--- src/rtl/irq_ctrl_pkg.sv ---
// ---------------------------------------------------------------------------
// irq_ctrl_pkg
// Shared types and constants for the machine-mode interrupt scheduler:
//   - irq_state_t : scheduler FSM state encoding
//   - irq_take_t  : trap request payload (mcause code + epc)
//   - IRQ_CODE_*  : mcause[3:0] values for the three interrupt sources
//   - irq_prio_code() : fixed-priority cause selection
// ---------------------------------------------------------------------------
package irq_ctrl_pkg;

  localparam int unsigned PC_W   = 64;
  localparam int unsigned CODE_W = 4;
  localparam int unsigned MIE_W  = 12;
  localparam int unsigned CNT_W  = 4;

  localparam logic [CODE_W-1:0] IRQ_CODE_EXT = 4'd11;
  localparam logic [CODE_W-1:0] IRQ_CODE_SW  = 4'd3;
  localparam logic [CODE_W-1:0] IRQ_CODE_TM  = 4'd7;

  typedef enum logic [1:0] {
    IDLE  = 2'd0,
    ARM   = 2'd1,
    TAKE  = 2'd2,
    FLUSH = 2'd3
  } irq_state_t;

  typedef struct packed {
    logic [CODE_W-1:0] code;
    logic [PC_W-1:0]   pc;
  } irq_take_t;

  // External > software > timer; returns 0 when nothing is enabled.
  function automatic logic [CODE_W-1:0] irq_prio_code(input logic en_ex,
                                                      input logic en_sw,
                                                      input logic en_tm);
    logic [CODE_W-1:0] code;
    code = '0;
    if (en_ex) begin
      code = IRQ_CODE_EXT;
    end else if (en_sw) begin
      code = IRQ_CODE_SW;
    end else if (en_tm) begin
      code = IRQ_CODE_TM;
    end
    return code;
  endfunction

endpackage

--- src/rtl/irq_ctrl_sync.sv ---
// ---------------------------------------------------------------------------
// irq_sync
// N-stage single-bit synchroniser for an interrupt level that is
// asynchronous to clk.
// Ports:
//   clk   in  core clock
//   reset in  asynchronous active-high reset (clears every stage)
//   i_d   in  raw asynchronous level
//   o_q   out synchronised level, STAGES clocks behind i_d
// ---------------------------------------------------------------------------
module irq_sync #(
  parameter int unsigned STAGES = 2
) (
  input  logic clk,
  input  logic reset,
  input  logic i_d,
  output logic o_q
);

  logic [STAGES-1:0] r_sync;

  // Shift chain; bit 0 is the metastability-exposed stage.
  always_ff @(posedge clk or posedge reset) begin
    if (reset) begin
      r_sync <= '0;
    end else begin
      r_sync <= {r_sync[STAGES-2:0], i_d};
    end
  end

  assign o_q = r_sync[STAGES-1];

endmodule

--- src/rtl/irq_ctrl.sv ---
// ---------------------------------------------------------------------------
// irq_ctrl
// Interrupt scheduler in front of the machine-mode CSR file. Synchronises
// the raw timer/software/external lines, masks them with mstatus.MIE and
// mie, picks one cause by fixed priority, waits for a precise commit slot
// in writeback and issues a one-cycle trap request, then holds a pipeline
// flush for FLUSH_CYCLES cycles.
// Ports:
//   clk, reset              clock, asynchronous active-high reset
//   trint, swint, exint     raw interrupt levels (asynchronous)
//   mstatus_mie, mie[11:0]  global and per-source enables
//   wb_valid, wb_pc,        writeback-stage instruction status
//   wb_exception, wb_mret,
//   stall
//   take_valid              one-cycle trap request
//   take_code, take_pc      mcause[3:0] and epc of the trap
//   flush                   squash all stages at and before W
//   busy                    scheduler is not idle
// ---------------------------------------------------------------------------
module irq_ctrl
  import irq_ctrl_pkg::*;
#(
  parameter int unsigned SYNC_STAGES  = 2,
  parameter int unsigned FLUSH_CYCLES = 2
) (
  input  logic              clk,
  input  logic              reset,
  input  logic              trint,
  input  logic              swint,
  input  logic              exint,
  input  logic              mstatus_mie,
  input  logic [MIE_W-1:0]  mie,
  input  logic              wb_valid,
  input  logic [PC_W-1:0]   wb_pc,
  input  logic              wb_exception,
  input  logic              wb_mret,
  input  logic              stall,
  output logic              take_valid,
  output logic [CODE_W-1:0] take_code,
  output logic [PC_W-1:0]   take_pc,
  output logic              flush,
  output logic              busy
);

  logic w_s_ex;
  logic w_s_sw;
  logic w_s_tm;
  logic w_en_ex;
  logic w_en_sw;
  logic w_en_tm;
  logic w_pend;
  logic w_slot;
  logic [CODE_W-1:0] w_code;
  logic w_unused_mie;

  irq_state_t       r_state;
  irq_state_t       w_next_state;
  logic [CNT_W-1:0] r_cnt;
  logic [CNT_W-1:0] w_cnt_next;

  logic      w_capture;
  logic      w_take_valid_nxt;
  logic      w_flush_nxt;
  logic      w_busy_nxt;
  irq_take_t w_take_nxt;

  logic      r_take_valid;
  logic      r_flush;
  logic      r_busy;
  irq_take_t r_take;

  // Per-line synchronisers.
  irq_sync #(.STAGES(SYNC_STAGES)) u_sync_ex (
    .clk   (clk),
    .reset (reset),
    .i_d   (exint),
    .o_q   (w_s_ex)
  );

  irq_sync #(.STAGES(SYNC_STAGES)) u_sync_sw (
    .clk   (clk),
    .reset (reset),
    .i_d   (swint),
    .o_q   (w_s_sw)
  );

  irq_sync #(.STAGES(SYNC_STAGES)) u_sync_tm (
    .clk   (clk),
    .reset (reset),
    .i_d   (trint),
    .o_q   (w_s_tm)
  );

  // Each source is enabled by either of its two mie bits.
  assign w_en_ex = w_s_ex & (mie[11] | mie[9]);
  assign w_en_sw = w_s_sw & (mie[3]  | mie[1]);
  assign w_en_tm = w_s_tm & (mie[7]  | mie[5]);
  assign w_pend  = mstatus_mie & (w_en_ex | w_en_sw | w_en_tm);
  assign w_code  = irq_prio_code(w_en_ex, w_en_sw, w_en_tm);

  // Remaining mie bits carry no interrupt source here.
  assign w_unused_mie = ^{mie[10], mie[8], mie[6], mie[4], mie[2], mie[0]};

  // A precise slot: a real, committing instruction that does not itself trap.
  assign w_slot = wb_valid & ~stall & (wb_pc != '0) & ~wb_exception & ~wb_mret;

  // State register; outputs are registered from the next-state decode.
  always_ff @(posedge clk or posedge reset) begin
    if (reset) begin
      r_state      <= IDLE;
      r_cnt        <= '0;
      r_take_valid <= 1'b0;
      r_flush      <= 1'b0;
      r_busy       <= 1'b0;
      r_take       <= '0;
    end else begin
      r_state      <= w_next_state;
      r_cnt        <= w_cnt_next;
      r_take_valid <= w_take_valid_nxt;
      r_flush      <= w_flush_nxt;
      r_busy       <= w_busy_nxt;
      r_take       <= w_take_nxt;
    end
  end

  // Next-state and flush counter.
  always_comb begin
    w_next_state = r_state;
    w_cnt_next   = r_cnt;
    case (r_state)
      IDLE: begin
        if (w_pend) begin
          w_next_state = ARM;
        end
      end
      ARM: begin
        // Losing pend cancels; an exception or MRET simply denies the slot.
        if (!w_pend) begin
          w_next_state = IDLE;
        end else if (w_slot) begin
          w_next_state = TAKE;
        end
      end
      TAKE: begin
        w_next_state = FLUSH;
        w_cnt_next   = CNT_W'(FLUSH_CYCLES);
      end
      FLUSH: begin
        // Last flush cycle is the one holding count 1; stall does not pause it.
        if (r_cnt <= CNT_W'(1)) begin
          w_next_state = IDLE;
          w_cnt_next   = '0;
        end else begin
          w_cnt_next = r_cnt - CNT_W'(1);
        end
      end
      default: begin
        w_next_state = IDLE;
        w_cnt_next   = '0;
      end
    endcase
  end

  // Output decode for the coming state; trap payload latched on entry to TAKE.
  always_comb begin
    w_capture        = (r_state == ARM) & w_pend & w_slot;
    w_take_valid_nxt = (w_next_state == TAKE);
    w_flush_nxt      = (w_next_state == TAKE) | (w_next_state == FLUSH);
    w_busy_nxt       = (w_next_state != IDLE);
    w_take_nxt       = r_take;
    if (w_capture) begin
      w_take_nxt.code = w_code;
      w_take_nxt.pc   = wb_pc;
    end
  end

  assign take_valid = r_take_valid;
  assign take_code  = r_take.code;
  assign take_pc    = r_take.pc;
  assign flush      = r_flush;
  assign busy       = r_busy;

endmodule

--- config.mk ---
export PLATFORM = sky130hd
export DESIGN_NAME = irq_ctrl
export DESIGN_NICKNAME = d
export VERILOG_FILES = /design/src/rtl/irq_ctrl_pkg.sv /design/src/rtl/irq_ctrl_sync.sv /design/src/rtl/irq_ctrl.sv
export SDC_FILE = /design/constraint.sdc
export NUM_CORES = 1
export LEC_CHECK = 0
export ABC_AREA = 1
export CAP_MARGIN = 30
export CORE_MARGIN = 2
export CORE_UTILIZATION = 45
export DETAILED_ROUTE_END_ITERATION = 10
export GPL_TIMING_DRIVEN = 0
export PLACE_DENSITY = 0.85
export SLEW_MARGIN = 20
export SYNTH_ARGS = -nofsm -noshare
export SYNTH_HDL_FRONTEND = slang
export SYNTH_HIERARCHICAL = 1
export SYNTH_SLANG_ARGS = --single-unit
--- constraint.sdc ---
create_clock -name clk -period 4.8 [get_ports clk]
set_clock_uncertainty 0.2 [all_clocks]
set_input_delay 0.48 -clock clk [delete_from_list [all_inputs] [get_ports clk]]
set_output_delay 0.48 -clock clk [all_outputs]
set_load 0.02 [all_outputs]
==> impl_results.rst, run 1 <==
.. list-table::
   :header-rows: 1

   * - Metric
     - Value
   * - Clock tree from TritonCTS
     - done
   * - Final period demand of the worst path
     - 2.20 ns
   * - Sequential-to-total area share from yosys stat
     - 56.7%
   * - Number of max-slew violations in the final report
     - 0
   * - Leading cell type in the layout, fill and taps excluded
     - sky130_fd_sc_hd__nand2_1
   * - Number of nets in the layout
     - 671
   * - CP delay by family, top
     - simple AND/OR/NAND/NOR gates
   * - Ant diodes
     - 0
   * - Placed instance count
     - 674
   * - All-layer global routing usage
     - 24.0%
   * - Post-cts resize count
     - 0
   * - Setup WS post-layout
     - 2.60 ns
   * - Post-synthesis area per instance
     - 8.49 um2
   * - Hpwl dp
     - 7540 um
   * - CTS Buf Count
     - 9
   * - YS warnings
     - 6
   * - Clock net sink count
     - 81
   * - Number of nets with antenna violations after detailed routing
     - 0
   * - Min-Delay Endpoint
     - u_sync_sw/r_sync[1]
   * - Mean routed wirelength per cell
     - 14.3 um
   * - Part of the total power dissipated in sequential elements
     - 41.3%
   * - Cells after synthesis
     - 421
   * - Worst-path clk slew
     - 0.08 ns
   * - Area used by multi-input combinational logic
     - 1350 um2
   * - Number of hold violations in the final report
     - 0
   * - Place WS
     - 2.26 ns
   * - Internal portion of total power
     - 1.51 mW
   * - Number of top-level pins
     - 157
   * - Via count normalized by instance count
     - 5.11
   * - Cell at the root of the clock tree
     - sky130_fd_sc_hd__clkbuf_8
   * - Leading post-synthesis cells by cell area
     - sky130_fd_sc_hd__dfrtp_1 57%, sky130_fd_sc_hd__nand2_1 17%, sky130_fd_sc_hd__nand4_1 12%
   * - Worst min-delay path startpoint
     - u_sync_sw/r_sync[0]
   * - Peak fanout along the critical path
     - 10
   * - Iter 0 DRT Violations
     - 181
   * - Post-synth design cell area
     - 3580 um2
   * - Layout cell share with drive strength beyond 1
     - 6.80%
   * - Number of nets produced by synthesis
     - 509
   * - Placeable Area
     - 7730 um2
   * - Max capacitance violation total
     - 0
   * - Top library cells by usage in the layout, fill and taps aside
     - 165 x sky130_fd_sc_hd__nand2_1, 150 x sky130_fd_sc_hd__clkdlybuf4s50_1, 81 x sky130_fd_sc_hd__dfrtp_1, 66 x sky130_fd_sc_hd__nand4_1, 45 x sky130_fd_sc_hd__nor2_1
   * - Leak pwr
     - 2.60 nW
   * - Setup slack, reg-to-reg
     - 2.89 ns
   * - Highest clock rate
     - 454 MHz
   * - Crit path DAT
     - 2.28 ns
   * - Vias in the first global route
     - 3478
   * - Number of buffers inserted by post-CTS setup repair
     - 0
   * - Final routed wirelength across all metal layers
     - 9880 um
   * - Number of distinct library cells after synthesis
     - 19
   * - Cell Pwr Density
     - 423 nW/um2
   * - Tot Pwr
     - 2.30 mW
   * - Clock latency on the worst-skew pair
     - 0.34 ns
   * - Relative contribution of combinational cells to total power
     - 37.4%
   * - Maximum resistive drop on vdd
     - 0.212 mV
   * - Slowest stage delay, CP
     - 0.43 ns
   * - Sort of element at the end of the critical path
     - flop
   * - Setup Crit Path Kind
     - input port to flop
   * - Area of all sequential standard cells
     - 2030 um2
   * - CP dominant cell by count
     - sky130_fd_sc_hd__nand2_1
   * - Count of H-tree levels built during CTS
     - 3
   * - Overall die height
     - 93.1 um
   * - Chain of cells forming the critical path
     - clkdlybuf4s50_1 -> nor2_1 -> nand2_1 -> nor2_1 -> nand2_1 -> nor2_1 -> nand2_1 -> nand3_2 -> buf_4 -> buf_4 -> nand2_1 -> nand2_1
   * - Result of the run
     - finished, final reports clean
   * - Number of buffers inserted by port buffering
     - 150
   * - Least-Margin Pin Slew
     - 0.476 ns
   * - Layout filler cell count
     - 605
   * - Max clock buf depth
     - 2
   * - Via Count
     - 3525
   * - Library cell with the largest summed area after synthesis
     - sky130_fd_sc_hd__dfrtp_1
   * - Worst flop-to-flop path startpoint
     - flush
   * - Syn-to-layout area delta
     - 51.9%
   * - Number of instances on the worst hold path
     - 0
   * - Post-route setup TNS
     - 0 ns
   * - Switching power
     - 0.788 mW
   * - Area fraction of the dominant cell type after synthesis
     - 56.7%
   * - Floorplan die width
     - 93.1 um
   * - Largest net degree at the start of global routing
     - 60
   * - First drt pass iteration count
     - 4
   * - Fraction of power spent switching nets
     - 34.3%
   * - Global-route wire length before repair
     - 16300 um
   * - Hold-fix buffers, CTS
     - 0
   * - Residual overflow from global routing
     - 0
   * - Master of the slowest instance on the critical path
     - sky130_fd_sc_hd__clkdlybuf4s50_1
   * - Portion of the clock cycle consumed by the worst path in the final layout
     - 45.9%
   * - Gp weighted congestion
     - 0.795
   * - Destination of the worst register-to-register timing path
     - take_pc[55]
   * - Required time of the critical path
     - 4.88 ns
   * - DRC violations left
     - 0
   * - Number of cells traversed by the worst register-to-register path
     - 8
   * - Number of synthesized register bits
     - 81
   * - Buf/Inv on CP
     - 3
   * - Cell Count, Final, Fillers Out
     - 690
   * - Initial Utilization
     - 46.3%
   * - Site Rows
     - 32
   * - Worst min-delay path category
     - flop to flop
   * - Relative slew slack
     - 68.2%
   * - RSZ-0062 raised after global routing
     - false
   * - Portion of total power attributed to the clock network
     - 21.3%
   * - Antenna violations before repair
     - 0
   * - Critical Path Start Type
     - input port
   * - Overall die area
     - 8680 um2
   * - Final number of setup-violating endpoints
     - 0
[worst reg2reg max path: cells and delay by family, from the launching register on]
family	cells	cell delay [ns]
buf+inv	3	0.55
flops	1	0.45
simple gates	5	0.59
[per-layer routing]
metal  vias up  global-route usage [%]  wire, um
met4         0                    9.93       249
met5         -                       0         0
li1       1709                       -         -
met1      1671                    29.5      4020
met3        18                    4.75       600
met2       127                    41.3      5010
[worst max-delay path by stage]
stage                         start           to  slack [ns]  cells after the start
after floorplan               reset         busy        2.21                      1
after global placement        reset  take_pc[10]        0.95                      2
after detailed placement  wb_pc[54]  take_pc[56]        2.26                     12
after CTS                 wb_pc[54]  take_pc[55]        2.59                     12
after global routing      wb_pc[57]  take_pc[53]        2.38                     12
final                     wb_pc[54]  take_pc[55]        2.60                     12
[per-stage QoR]
| step | hold slack, ns | utilization [%] | instance area (um2) |
|---|---|---|---|
| after floorplan | 0.0212 | - | 3580 |
| after global routing | 0.174 | 70.3 | 5430 |
| after global placement | 0.133 | 67.4 | 5200 |
| after CTS | 0.160 | 70.3 | 5430 |
| final | 0.156 | 70.3 | 5430 |
| after detailed placement | 0.142 | 67.7 | 5240 |
[registers in the layout, indices dropped and copies added (netlist names)]
name	cells
u_sync_sw/r_sync	2
take_valid	1
busy	1
take_pc	64
r_cnt	4
take_code	3
u_sync_tm/r_sync	2
flush	1
u_sync_ex/r_sync	2
r_state	1
[synthesized netlist by cell type (all sizes together)]
master,instances
nand2,165
dfrtp,81
nand4,66
nor2,46
buf,20
inv,15
clkbuf,9
o21ai,9
nand3,3
ha,2
nor4,1
o221ai,1
o22ai,1
xnor2,1
xor2,1
[power groups by stage]
| stage | logic [mW] | registers, mW | clock network, mW |
|---|---|---|---|
| floorplan | 0.222 | 1.13 | 0 |
| global placement | 0.838 | 0.952 | 0 |
| detailed placement | 0.865 | 0.957 | 0 |
| CTS | 0.866 | 0.948 | 0.497 |
| global route | 0.931 | 0.968 | 0.530 |
| finish | 0.860 | 0.947 | 0.489 |
[kinds of logic after synthesis]
kind of cell / count (synthesis) / share of synthesized area, %
compound gates: 11 / 1.68
xor+xnor: 2 / 0.490
fa+ha+maj: 2 / 0.700
buf+inv: 44 / 5.53
flops: 81 / 56.7
simple gates: 281 / 34.9
[area by class of cell]
type | instances | share of cell area (%)
inverters | 15 | 1.08
clock buffers | 11 | 2.60
multi-input cells | 296 | 24.9
flip-flops and latches | 81 | 37.3
plain buffers | 29 | 2.60
clock inverters | 5 | 1.01
repair buffers | 151 | 28.2
well taps | 102 | 2.35
(Power assumes the default switching activity.)
==> run 2: changes to the inputs <==
CORE_UTILIZATION = 38   (was 45)
PLACE_DENSITY = 0.76   (was 0.85)
clock period = 1.79 ns   (was 4.8 ns; I/O delays follow)
==> impl_results.rst, run 2 (synthesis gave the netlist of run 1 again) <==
.. list-table::
   :header-rows: 1

   * - Metric
     - Value
   * - Setup Crit Path Kind
     - input port to flop
   * - Worst min-delay path category
     - input port to async pin
   * - Critical Path Start Type
     - input port
   * - Cell Pwr Density
     - 1090 nW/um2
   * - Destination of the worst register-to-register timing path
     - take_pc[8]
   * - Number of buffers inserted by port buffering
     - 150
   * - Worst setup path startpoint
     - wb_mret
   * - Iter 0 DRT Violations
     - 119
   * - Global-route wire length before repair
     - 17200 um
   * - Vias in the first global route
     - 3665
   * - Syn-to-layout area delta
     - 61.4%
   * - Number of max-slew violations in the final report
     - 0
   * - Portion of the clock cycle consumed by the worst path in the final layout
     - 95.5%
   * - Cell at the root of the clock tree
     - sky130_fd_sc_hd__clkbuf_8
   * - Peak fanout along the critical path
     - 10
   * - Layout cell share with drive strength beyond 1
     - 10.3%
   * - First drt pass iteration count
     - 4
   * - Sort of element at the end of the critical path
     - flop
   * - Residual overflow from global routing
     - 0
   * - Place WS
     - -0.528 ns
   * - Max clock buf depth
     - 2
   * - Largest net degree at the start of global routing
     - 31
   * - Overall die area
     - 10200 um2
   * - Leading cell type in the layout, fill and taps excluded
     - sky130_fd_sc_hd__nand2_1
   * - DRC violations left
     - 0
   * - Maximum resistive drop on vdd
     - 0.491 mV
   * - Chain of cells forming the critical path
     - clkdlybuf4s50_1 -> nor4_4 -> buf_4 -> buf_2 -> buf_2 -> nand4_1 -> nand2_1
   * - Worst-path clk slew
     - 0.08 ns
   * - Top library cells by usage in the layout, fill and taps aside
     - 164 x sky130_fd_sc_hd__nand2_1, 136 x sky130_fd_sc_hd__clkdlybuf4s50_1, 80 x sky130_fd_sc_hd__dfrtp_1, 66 x sky130_fd_sc_hd__nand4_1, 40 x sky130_fd_sc_hd__nor2_1
   * - Tot Pwr
     - 6.31 mW
   * - Slowest stage delay, CP
     - 0.45 ns
   * - Via Count
     - 3633
   * - All-layer global routing usage
     - 21.3%
   * - Clock net sink count
     - 81
   * - Max capacitance violation total
     - 0
   * - CP delay by family, top
     - buffers and inverters
   * - Final routed wirelength across all metal layers
     - 10900 um
   * - Result of the run
     - finished, final reports clean
   * - Site Rows
     - 35
   * - Count of H-tree levels built during CTS
     - 3
   * - Setup slack, reg-to-reg
     - 0.12 ns
   * - Number of cells traversed by the worst register-to-register path
     - 7
   * - Worst flop-to-flop path startpoint
     - flush
   * - Relative slew slack
     - 65.6%
   * - Number of nets in the layout
     - 692
   * - Number of top-level pins
     - 157
   * - Final number of setup-violating endpoints
     - 0
   * - Placeable Area
     - 9200 um2
   * - Via count normalized by instance count
     - 5.05
   * - Highest clock rate
     - 585 MHz
   * - Initial Utilization
     - 38.9%
   * - Leak pwr
     - 2.86 nW
   * - CP dominant cell by count
     - sky130_fd_sc_hd__buf_2
   * - Final period demand of the worst path
     - 1.71 ns
   * - Hpwl dp
     - 7960 um
   * - Master of the slowest instance on the critical path
     - sky130_fd_sc_hd__clkdlybuf4s50_1
   * - RSZ-0062 raised after global routing
     - true
   * - Floorplan die width
     - 101 um
   * - Number of hold violations in the final report
     - 0
   * - Antenna violations before repair
     - 0
   * - Largest register FFs
     - 64
   * - CTS Buf Count
     - 9
   * - Required time of the critical path
     - 1.87 ns
   * - Clock latency on the worst-skew pair
     - 0.34 ns
   * - Setup WS post-layout
     - 0.0813 ns
   * - Mean routed wirelength per cell
     - 15.1 um
   * - Ant diodes
     - 0
   * - Gp weighted congestion
     - 0.829
   * - Least-Margin Pin Slew
     - 0.515 ns
   * - Overall die height
     - 101 um
   * - Buf/Inv on CP
     - 4
   * - Number of nets with antenna violations after detailed routing
     - 0
   * - Crit path DAT
     - 1.79 ns
   * - Clock tree from TritonCTS
     - done
## run 2: layer usage
layer | vias up | wire [um] | GRT usage, %
li1 | 1755 | - | -
met1 | 1736 | 4800 | 27.6
met2 | 124 | 5270 | 35.9
met3 | 18 | 642 | 4.51
met4 | 0 | 195 | 6.55
met5 | - | 0 | 0
## run 2: worst max-delay path by stage
| stage | end | slack, ns | cells after the start |
|---|---|---|---|
| after floorplan | take_pc[53] | 0.08 | 8 |
| after global routing | take_pc[61] | -0.03 | 11 |
| after detailed placement | flush | -0.53 | 11 |
| after global placement | flush | -0.51 | 11 |
| final | take_pc[22] | 0.08 | 7 |
| after CTS | flush | 0.003 | 1 |
## run 2: stage by stage
step                TNS [ns]  hold WS (ns)  utilization (%)  cells  instance area (um2)
global placement      -56.40         0.133             56.8    682                 5220
finish                     0        0.0477             62.8    720                 5770
global route          -0.152        0.0594             62.8    720                 5770
floorplan                  0        -0.280                -    421                 3580
CTS                        0        0.0459             59.9    703                 5510
detailed placement    -27.79         0.138             57.2    684                 5260
## run 2: what timing repair did
action | in CTS | in global routing
hold buffers | 1 | 12
setup buffers | 3 | 5
hold endpoints to repair | 6 | 12
setup endpoints to repair | 71 | 71
gates cloned | 0 | 1
pin swaps | 2 | 16
gates resized for setup | 9 | 61
## run 2: area by class of cell
class / instances / area, um2
plain buffers: 27 / 200
clock buffers: 12 / 145
clock inverters: 4 / 52.6
fillers: 808 / 3420
inverters: 15 / 60.1
multi-input cells: 296 / 1380
flip-flops and latches: 81 / 2030
well taps: 111 / 139
repair buffers: 174 / 1770
## run 2: where the power goes
| part | internal (mW) | switching [mW] |
|---|---|---|
| registers | 2.28 | 0.268 |
| clock network | 0.685 | 0.671 |
| logic | 1.16 | 1.25 |
